--- config.mk ---
export PLATFORM = sky130hd
export DESIGN_NAME = mult_div_unit
export DESIGN_NICKNAME = d
export VERILOG_FILES = /design/src/rtl/mdu_pkg.sv /design/src/rtl/mdu_iter_core.sv /design/src/rtl/mult_div_unit.sv
export SDC_FILE = /design/constraint.sdc
export NUM_CORES = 1
export LEC_CHECK = 0
export BUFFER_PORTS_ARGS = -buffer_cell sky130_fd_sc_hd__buf_2
export CAP_MARGIN = 10
export CORE_MARGIN = 2
export CORE_UTILIZATION = 39
export DETAILED_ROUTE_END_ITERATION = 8
export MAX_ROUTING_LAYER = met4
export PLACE_DENSITY = 0.63
export SYNTH_ARGS = -nofsm -noshare
export SYNTH_HDL_FRONTEND = slang
export SYNTH_SLANG_ARGS = --single-unit
--- constraint.sdc ---
create_clock -name clk -period 7.7 [get_ports clk]
set_input_delay 0.77 -clock clk [delete_from_list [all_inputs] [get_ports clk]]
set_output_delay 0.77 -clock clk [all_outputs]
set_load 0.005 [all_outputs]
--- src/rtl/mdu_pkg.sv ---
// Shared definitions for the multiply/divide unit: operation encoding,
// controller state encoding and small op-decode helpers used by other blocks.
package mdu_pkg;

    typedef enum logic [1:0] {
        OP_MULTU = 2'd0,
        OP_MULT  = 2'd1,
        OP_DIVU  = 2'd2,
        OP_DIV   = 2'd3
    } mdu_op_e;

    typedef enum logic [1:0] {
        IDLE = 2'd0,
        CALC = 2'd1,
        FIX  = 2'd2
    } mdu_state_e;

    // True for the two divide encodings.
    function automatic logic op_is_div(input mdu_op_e op);
        return (op == OP_DIVU) || (op == OP_DIV);
    endfunction

    // True for the two signed encodings.
    function automatic logic op_is_signed(input mdu_op_e op);
        return (op == OP_MULT) || (op == OP_DIV);
    endfunction

endpackage

--- src/rtl/mdu_iter_core.sv ---
// Iteration datapath of the multiply/divide unit. Works on operand
// magnitudes only: radix-2 shift-add multiply or restoring divide, one bit
// per step. acc_r holds the product upper half / partial remainder, mq_r
// holds the multiplier / dividend being shifted out while the product lower
// half / quotient is shifted in.
module mdu_iter_core
    import mdu_pkg::*;
#(
    parameter int XLEN = 32
) (
    input  logic            clk,
    input  logic            rst,
    input  logic            load,
    input  logic            step,
    input  logic            is_div,
    input  logic [XLEN-1:0] a_mag,
    input  logic [XLEN-1:0] b_mag,
    output logic [XLEN-1:0] hi_res,
    output logic [XLEN-1:0] lo_res
);

    logic [XLEN:0]   acc_r;
    logic [XLEN-1:0] mq_r;
    logic [XLEN-1:0] opnd_r;
    logic            div_mode_r;

    logic [XLEN:0]   mul_sum_s;
    logic [XLEN:0]   div_shift_s;
    logic [XLEN:0]   div_diff_s;
    logic [XLEN:0]   acc_nxt_s;
    logic [XLEN-1:0] mq_nxt_s;

    // Next-state of one iteration for either multiply or divide.
    always_comb begin
        mul_sum_s   = {1'b0, opnd_r};
        div_shift_s = {acc_r[XLEN-1:0], mq_r[XLEN-1]};
        div_diff_s  = div_shift_s - {1'b0, opnd_r};
        acc_nxt_s   = acc_r;
        mq_nxt_s    = mq_r;
        if (mq_r[0]) begin
            mul_sum_s = acc_r + {1'b0, opnd_r};
        end else begin
            mul_sum_s = acc_r;
        end
        if (div_mode_r) begin
            // Restoring step: keep the difference only when it is non-negative.
            if (!div_diff_s[XLEN]) begin
                acc_nxt_s = div_diff_s;
                mq_nxt_s  = {mq_r[XLEN-2:0], 1'b1};
            end else begin
                acc_nxt_s = div_shift_s;
                mq_nxt_s  = {mq_r[XLEN-2:0], 1'b0};
            end
        end else begin
            // Shift the conditional sum right across acc/mq.
            acc_nxt_s = {1'b0, mul_sum_s[XLEN:1]};
            mq_nxt_s  = {mul_sum_s[0], mq_r[XLEN-1:1]};
        end
    end

    // Datapath registers: load operands on accept, iterate while stepping.
    always_ff @(posedge clk) begin
        if (rst) begin
            acc_r      <= {(XLEN+1){1'b0}};
            mq_r       <= {XLEN{1'b0}};
            opnd_r     <= {XLEN{1'b0}};
            div_mode_r <= 1'b0;
        end else if (load) begin
            acc_r      <= {(XLEN+1){1'b0}};
            mq_r       <= a_mag;
            opnd_r     <= b_mag;
            div_mode_r <= is_div;
        end else if (step) begin
            acc_r      <= acc_nxt_s;
            mq_r       <= mq_nxt_s;
        end else begin
            acc_r      <= acc_r;
            mq_r       <= mq_r;
        end
    end

    assign hi_res = acc_r[XLEN-1:0];
    assign lo_res = mq_r;

endmodule

--- src/rtl/mult_div_unit.sv ---
// Iterative multiply/divide unit: IDLE -> CALC (XLEN iterations) -> FIX.
// Result appears with a one-cycle done pulse XLEN+1 cycles after accept.
// Build option: define MDU_SIGNED_EN to enable signed MULT/DIV; without it
// ops 1 and 3 run as MULTU and DIVU.
module mult_div_unit
    import mdu_pkg::*;
#(
    parameter int XLEN = 32
) (
    input  logic            clk,
    input  logic            rst,
    input  logic            start,
    input  logic [1:0]      op,
    input  logic [XLEN-1:0] a,
    input  logic [XLEN-1:0] b,
    output logic            busy,
    output logic            done,
    output logic [XLEN-1:0] hi,
    output logic [XLEN-1:0] lo,
    output logic            div_by_zero
);

    localparam int CW = (XLEN > 2) ? $clog2(XLEN) : 1;
    localparam logic [CW-1:0] LAST_ITER = CW'(XLEN - 1);

    mdu_state_e      state_r;
    logic [CW-1:0]   cnt_r;
    logic            div_r;
    logic [XLEN-1:0] a_r;
    logic [XLEN-1:0] b_r;

    mdu_op_e         op_s;
    logic            accept_s;
    logic [XLEN-1:0] a_mag_s;
    logic [XLEN-1:0] b_mag_s;
    logic [XLEN-1:0] core_hi_s;
    logic [XLEN-1:0] core_lo_s;
    logic [XLEN-1:0] fix_hi_s;
    logic [XLEN-1:0] fix_lo_s;
    logic            fix_dbz_s;

    assign op_s     = mdu_op_e'(op);
    assign accept_s = (state_r == IDLE) && start;

`ifdef MDU_SIGNED_EN
    logic neg_a_r;
    logic neg_b_r;
    logic neg_a_s;
    logic neg_b_s;

    // Operand sign capture and magnitude conversion for signed ops.
    always_comb begin
        neg_a_s = op_is_signed(op_s) & a[XLEN-1];
        neg_b_s = op_is_signed(op_s) & b[XLEN-1];
        if (neg_a_s) begin
            a_mag_s = -a;
        end else begin
            a_mag_s = a;
        end
        if (neg_b_s) begin
            b_mag_s = -b;
        end else begin
            b_mag_s = b;
        end
    end
`else
    assign a_mag_s = a;
    assign b_mag_s = b;
`endif

    mdu_iter_core #(.XLEN(XLEN)) u_core (
        .clk    (clk),
        .rst    (rst),
        .load   (accept_s),
        .step   (state_r == CALC),
        .is_div (op_is_div(op_s)),
        .a_mag  (a_mag_s),
        .b_mag  (b_mag_s),
        .hi_res (core_hi_s),
        .lo_res (core_lo_s)
    );

    // Final result conditioning applied in FIX: divide-by-zero and signs.
    always_comb begin
        fix_dbz_s = div_r && (b_r == {XLEN{1'b0}});
        fix_hi_s  = core_hi_s;
        fix_lo_s  = core_lo_s;
        if (fix_dbz_s) begin
            fix_hi_s = a_r;
            fix_lo_s = {XLEN{1'b1}};
        end else if (div_r) begin
`ifdef MDU_SIGNED_EN
            // Quotient truncates toward zero; remainder follows the dividend.
            if (neg_a_r ^ neg_b_r) begin
                fix_lo_s = -core_lo_s;
            end else begin
                fix_lo_s = core_lo_s;
            end
            if (neg_a_r) begin
                fix_hi_s = -core_hi_s;
            end else begin
                fix_hi_s = core_hi_s;
            end
`else
            fix_hi_s = core_hi_s;
            fix_lo_s = core_lo_s;
`endif
        end else begin
`ifdef MDU_SIGNED_EN
            if (neg_a_r ^ neg_b_r) begin
                {fix_hi_s, fix_lo_s} = -{core_hi_s, core_lo_s};
            end else begin
                {fix_hi_s, fix_lo_s} = {core_hi_s, core_lo_s};
            end
`else
            fix_hi_s = core_hi_s;
            fix_lo_s = core_lo_s;
`endif
        end
    end

    // Controller FSM with registered status and result outputs.
    always_ff @(posedge clk) begin
        if (rst) begin
            state_r     <= IDLE;
            cnt_r       <= {CW{1'b0}};
            div_r       <= 1'b0;
            a_r         <= {XLEN{1'b0}};
            b_r         <= {XLEN{1'b0}};
            busy        <= 1'b0;
            done        <= 1'b0;
            div_by_zero <= 1'b0;
            hi          <= {XLEN{1'b0}};
            lo          <= {XLEN{1'b0}};
`ifdef MDU_SIGNED_EN
            neg_a_r     <= 1'b0;
            neg_b_r     <= 1'b0;
`endif
        end else begin
            case (state_r)
                IDLE: begin
                    done        <= 1'b0;
                    div_by_zero <= 1'b0;
                    if (start) begin
                        div_r   <= op_is_div(op_s);
                        a_r     <= a;
                        b_r     <= b;
                        cnt_r   <= {CW{1'b0}};
                        busy    <= 1'b1;
                        state_r <= CALC;
`ifdef MDU_SIGNED_EN
                        neg_a_r <= neg_a_s;
                        neg_b_r <= neg_b_s;
`endif
                    end else begin
                        busy    <= 1'b0;
                    end
                end
                CALC: begin
                    cnt_r <= cnt_r + CW'(1);
                    if (cnt_r == LAST_ITER) begin
                        state_r <= FIX;
                    end else begin
                        state_r <= CALC;
                    end
                end
                FIX: begin
                    hi          <= fix_hi_s;
                    lo          <= fix_lo_s;
                    div_by_zero <= fix_dbz_s;
                    done        <= 1'b1;
                    busy        <= 1'b0;
                    state_r     <= IDLE;
                end
                default: begin
                    state_r     <= IDLE;
                    busy        <= 1'b0;
                    done        <= 1'b0;
                    div_by_zero <= 1'b0;
                end
            endcase
        end
    end

endmodule
Yosys cells after proc, flatten, opt, wreduce, memory -nomap -nowiden

Cells that the tools add are included.

Register bits: 237
Output and inout bits: 67
Word-level logic and storage cells: 51

Add/sub/neg operators: 3
Equal/unequal tests: 6
Muxes and demuxes: 18
Reduce and logical (&&, ||, !) cells: 10

Operators with widths:

| operator            | number |
|---|---|
| $mux 32             | 5 |
| $mux 33             | 3 |
| $add 33x32->33      | 1 |
| $sub 33x32->33      | 1 |
| $logic_not 32->1    | 1 |
| $pmux 5 s2          | 1 |
| $eq 2x2->1 const B  | 3 |
| $pmux 1 s2          | 3 |
| $add 5x1->5 const B | 1 |
| $eq 5x5->1 const B  | 1 |
| $mux 5              | 1 |
| $mux 2              | 2 |
| $pmux 2 s2          | 1 |
| $reduce_and 2->1    | 2 |
| $reduce_bool 2->1   | 2 |
| $eq 2x1->1 const B  | 1 |
| $logic_and 1x1->1   | 2 |
| $logic_not 2->1     | 1 |
| $mux 1              | 2 |
| $ne 2x2->1 const B  | 1 |
| $reduce_or 2->1     | 1 |
| $logic_or 1x1->1    | 1 |

Depth between registers and ports, before layout

Word-level depth: 5
Mapped depth: 20
Gate-level depth less buffers: 18

Hierarchy

From an unflattened synthesis, not the netlist that was laid out.

Cells, all modules: 1779
Area total of the unflattened synthesis: 14024.7 sq um

By module, submodules not included:

| module        | instances | cells each | area an instance (sq um) |
|---|---|---|---|
| mdu_iter_core | 1         | 1098       | 8481.9 |
| mult_div_unit | 1         | 681        | 5542.8 |

Worst setup path before layout

OpenSTA, ideal clock, no wires.

Path type: reg2reg
Start: register u_core.mq_r[31] (netlist: u_core.lo_res[31])
End: register u_core.acc_r[30]
Arrival: 3.444 ns
Slack: 4.132 ns
Stages on the path, launching flop included: 19
Path buffers: 3
Cell sequence: dfxtp_1 inv_1 ha_1 fa_1 nand2b_1 a21o_1 a31oi_1 o21a_1 a41o_1 a21oi_1 o21bai_1 a21o_1 ha_1 clkbuf_1 clkbuf_1 clkbuf_1 o32ai_1 a21oi_1 a31oi_1

Word-level cells in the longest chain between the ends: 3

Ends and longest elaborated chain:

| item                   | RTL line            | RTL |
|---|---|---|
| from (decl)            | mdu_iter_core.sv:23 | `logic [XLEN-1:0] mq_r;` |
| from (signal assigned) | mdu_iter_core.sv:65 | `mq_r <= {XLEN{1'b0}};` |
| from (signal assigned) | mdu_iter_core.sv:70 | `mq_r <= a_mag;` |
| from (signal assigned) | mdu_iter_core.sv:75 | `mq_r <= mq_nxt_s;` |
| $sub 33x32->33         | mdu_iter_core.sv:37 | `div_diff_s = div_shift_s - {1'b0, opnd_r};` |
| $mux 33                | mdu_iter_core.sv:47 | `if (!div_diff_s[XLEN]) begin` |
| $mux 33                | mdu_iter_core.sv:45 | `if (div_mode_r) begin` |
| to (signal assigned)   | mdu_iter_core.sv:64 | `acc_r <= {(XLEN+1){1'b0}};` |
| to (signal assigned)   | mdu_iter_core.sv:69 | `acc_r <= {(XLEN+1){1'b0}};` |
| to (signal assigned)   | mdu_iter_core.sv:74 | `acc_r <= acc_nxt_s;` |
| to (decl)              | mdu_iter_core.sv:22 | `logic [XLEN:0] acc_r;` |

No other way between the ends.
A chain may end at the register's enable or synchronous reset.

Worst setup path in the final report

Same ends and word-level chain as after synthesis.

==> reports/qor.txt <==
Status -> complete, no violations
Peak Freq -> 211 MHz
Fin. max-slew vios -> 0
Syn Area/Cell -> 7.66 um^2
Synth top area share -> 0.332
Hold Path Depth -> 3
H-tree levels -> 1
Global-route wire length before repair -> 61,900 um
P_leak -> 5.53 nW
Ys flop type -> dfxtp_1
Gpl congestion -> 0.892
Critical path's largest stage delay -> 0.72 ns
R2R Path Start -> u_core.lo_res[31]
CTS tree -> done
Post-route setup TNS -> 0 ns
Floorplan die width -> 181 um
Detailed-router iteration count before antenna repair -> 5
Largest net degree at the start of global routing -> 99
Top delay family on crit path -> compound AO/OA/AOI/OAI gates
Cts hold-fix bufs -> 0
Cells on worst reg2reg path -> 18
Chip height -> 181 um
Final hold violations -> 0
Synth top area cells -> dfxtp_1 33%, nand2_1 8.2%, a21oi_1 7.8%
CTS Buffer Depth -> 3
Pwr Density -> 209 mW/mm^2
Mapped cell area -> 0.0123 mm^2
Tmin final -> 4.73 ns
Non-Filler Instances -> 2,084
Setup CP Type -> reg -> reg
Layout cells sized above 1 -> 0.133
Area grow syn2layout -> 13.5%
Yosys warns -> 0
Vias -> 11,800
Worst-margin pin slew -> 1.04 ns
Total Routing Usage GR -> 0.240
Initial Util -> 0.399
Synth area leader -> dfxtp_1
# port buffers -> 134
Initial antenna violation count -> 0
CTS sink cnt -> 204
Yosys reg bits -> 204
Clk_lat worst skew -> 0.54 ns
Initial DRC count -> 967
Final ANT Viol Nets -> 0
Psw -> 0.897 mW
Syn_nets -> 1,741
R2R Path End -> u_core.acc_r[30]
Setup bufs post-CTS -> 0
Slowest CP cell -> ha_2
Hold Crit Class -> in -> reg
Layout Skew -> 0.0140 ns
Crit path capture type -> flop
Post-synth EDFFs -> 0
Final setup fails -> 0
R2r setup slk -> 2.97 ns
Normalized max-slew margin -> 0.308
Core area -> 0.0308 mm^2
DRC -> 0
Root buffer cell -> clkbuf_16
Wire per inst -> 18.7 um
Count of different cell masters after synthesis -> 81
Post-DP HPWL -> 28,600 um
Antenna Cells -> 0
Critical path launch point type -> flop
Combinational power share -> 0.195
Sw frac -> 0.308
Reg clk slew, reported paths -> 0.06 ns
CP arrival -> 5.19 ns
Die area -> 0.0329 mm^2
VDD IR-drop max -> 0.155 mV
WL final -> 38,900 um
WHS Endpoint -> div_r
TritonCTS buffer count -> 25
Vias in the first global route -> 11,200
Cell count after synthesis -> 1,603
Worst path bufs/invs -> 1
Crit-path cells -> inv_1 > ha_1 > fa_1 > nand2b_1 > a21o_1 > a31oi_1 > o21a_1 > a41o_1 > a21oi_1 > o21bai_1 > a21o_1 > ha_2 > nand2_1 > nor4b_1 > nand2_1 > o311ai_0 > a21oi_1 > a31oi_1
Sequential area share after synthesis -> 0.332
Crit path max fanout -> 44
Max cap viols -> 0
Fillers -> 3,109
Sequential share of power -> 0.395
Clk network pwr share -> 0.411
Post-CTS resize count -> 0
Row count -> 64
Internal power -> 2.02 mW
Number of I/O pins -> 136
RSZ-0062 raised after global routing -> no
Grt ovf -> 0
Hold path start -> op[1]
CP Data Required Time -> 8.16 ns
Crit share post-route -> 0.614
Post-layout nets -> 1,809
Post-synth ARST share -> 0
Placed cell count -> 2,040
DR vias/cell -> 5.67
synthesized netlist by cell type, drive strengths merged, types with 4 or more instances:
cell     count
buf         21
clkbuf      81
nand2      270
and2         7
mux2i       75
a2111oi      6
a311oi       4
nand4        9
and3         7
mux2         5
nand3       16
inv         47
o31ai        6
a21o        20
o21a         8
dfxtp      204
nor2       144
nor3        80
o21bai       7
ha          67
a21oi      192
a22o         4
a211oi      60
a31oi       11
nor2b       16
o32ai        4
a22oi        7
o221ai       5
xnor2       30
o211ai      10
o21ai       83
xor2        25
nand2b      12
o22ai        7
nor4         9
placed cells by master (no fill, tap or decap), types with 10 or more instances in the layout:
master	n
a21o_1	17
nor2_1	143
nand3_1	14
xor2_1	25
inv_1	47
o21ai_0	82
buf_2	133
nor2b_1	14
a211oi_1	58
mux2i_1	75
ha_1	66
a21oi_1	192
nand2_1	269
clkbuf_16	25
dfxtp_1	203
buf_4	12
xnor2_1	30
a31oi_1	10
nand2b_1	12
nor3_1	80
area by class of cell:
| cell class | instances | area, um^2 | share of cell area |
|---|---|---|---|
| sequential | 204 | 4090 | 0.293 |
| multi-input combinational | 1247 | 7600 | 0.545 |
| clock buffer | 32 | 692 | 0.0496 |
| timing repair buffer | 145 | 756 | 0.0542 |
| tap | 396 | 495 | 0.0355 |
| inverter | 48 | 180 | 0.0129 |
| clock inverter | 12 | 140 | 0.0100 |
per-stage QoR:
stage | power, mW | hold WS [ns] | utilization | worst slack [ns] | area (um^2)
after floorplan | 1.58 | 0.436 | - | 4.13 | 12300
after global placement | 1.73 | 0.443 | 0.425 | 3.09 | 13100
after detailed placement | 1.73 | 0.448 | 0.425 | 3.09 | 13100
after CTS | 2.93 | 0.439 | 0.452 | 3.03 | 13900
after global routing | 3.05 | 0.459 | 0.452 | 2.56 | 13900
final | 2.92 | 0.455 | 0.452 | 2.97 | 13900
power groups by stage:
| stage | Sequential [mW] | Combinational (mW) | Clock, mW |
|---|---|---|---|
| global placement | 1.17 | 0.557 | 0 |
| detailed placement | 1.17 | 0.561 | 0 |
| global route | 1.16 | 0.635 | 1.26 |
| CTS | 1.15 | 0.565 | 1.21 |
| floorplan | 1.15 | 0.437 | 0 |
| finish | 1.15 | 0.568 | 1.20 |
worst max-delay path by stage:
| stage | from | end | depth (start not counted) |
|---|---|---|---|
| floorplan | u_core.lo_res[31] | u_core.acc_r[30] | 18 |
| CTS | u_core.lo_res[31] | u_core.acc_r[30] | 18 |
| global route | u_core.lo_res[31] | u_core.acc_r[30] | 18 |
| finish | u_core.lo_res[31] | u_core.acc_r[30] | 18 |
| global placement | u_core.lo_res[31] | u_core.acc_r[30] | 18 |
| detailed placement | u_core.lo_res[31] | u_core.acc_r[30] | 18 |
registers in the layout, summed over array words and instances, names as in the netlist:
register       cells
state_r            2
div_r              1
div_by_zero        1
hi                32
lo                32
done               1
cnt_r              5
a_r               32
b_r               32
u_core.lo_res     32
busy               1
u_core.acc_r      33
worst min-delay path: stages:
cell	delay, ns
buf_2	0.09
nand2_1	0.04
a21oi_1	0.05
per-layer routing:
layer | track usage | up-vias | share of wire
met2 | 0.376 | 386 | 0.45
met1 | 0.317 | 5510 | 0.46
li1 | - | 5832 | -
met4 | 0.0758 | 0 | 0.032
met5 | - | - | 0
met3 | 0.0373 | 85 | 0.061
cells by family after synthesis:
family                   after synthesis  share of synthesized area
AND/OR/NAND/NOR                      584                      0.206
AO/OA/AOI/OAI                        459                      0.234
buffers and inverters                152                     0.0510
XOR/XNOR                              55                     0.0392
flip-flops                           204                      0.332
multiplexers                          80                     0.0657
adder cells (fa/ha/maj)               69                     0.0715
Power figures use the tool's default switching activity.
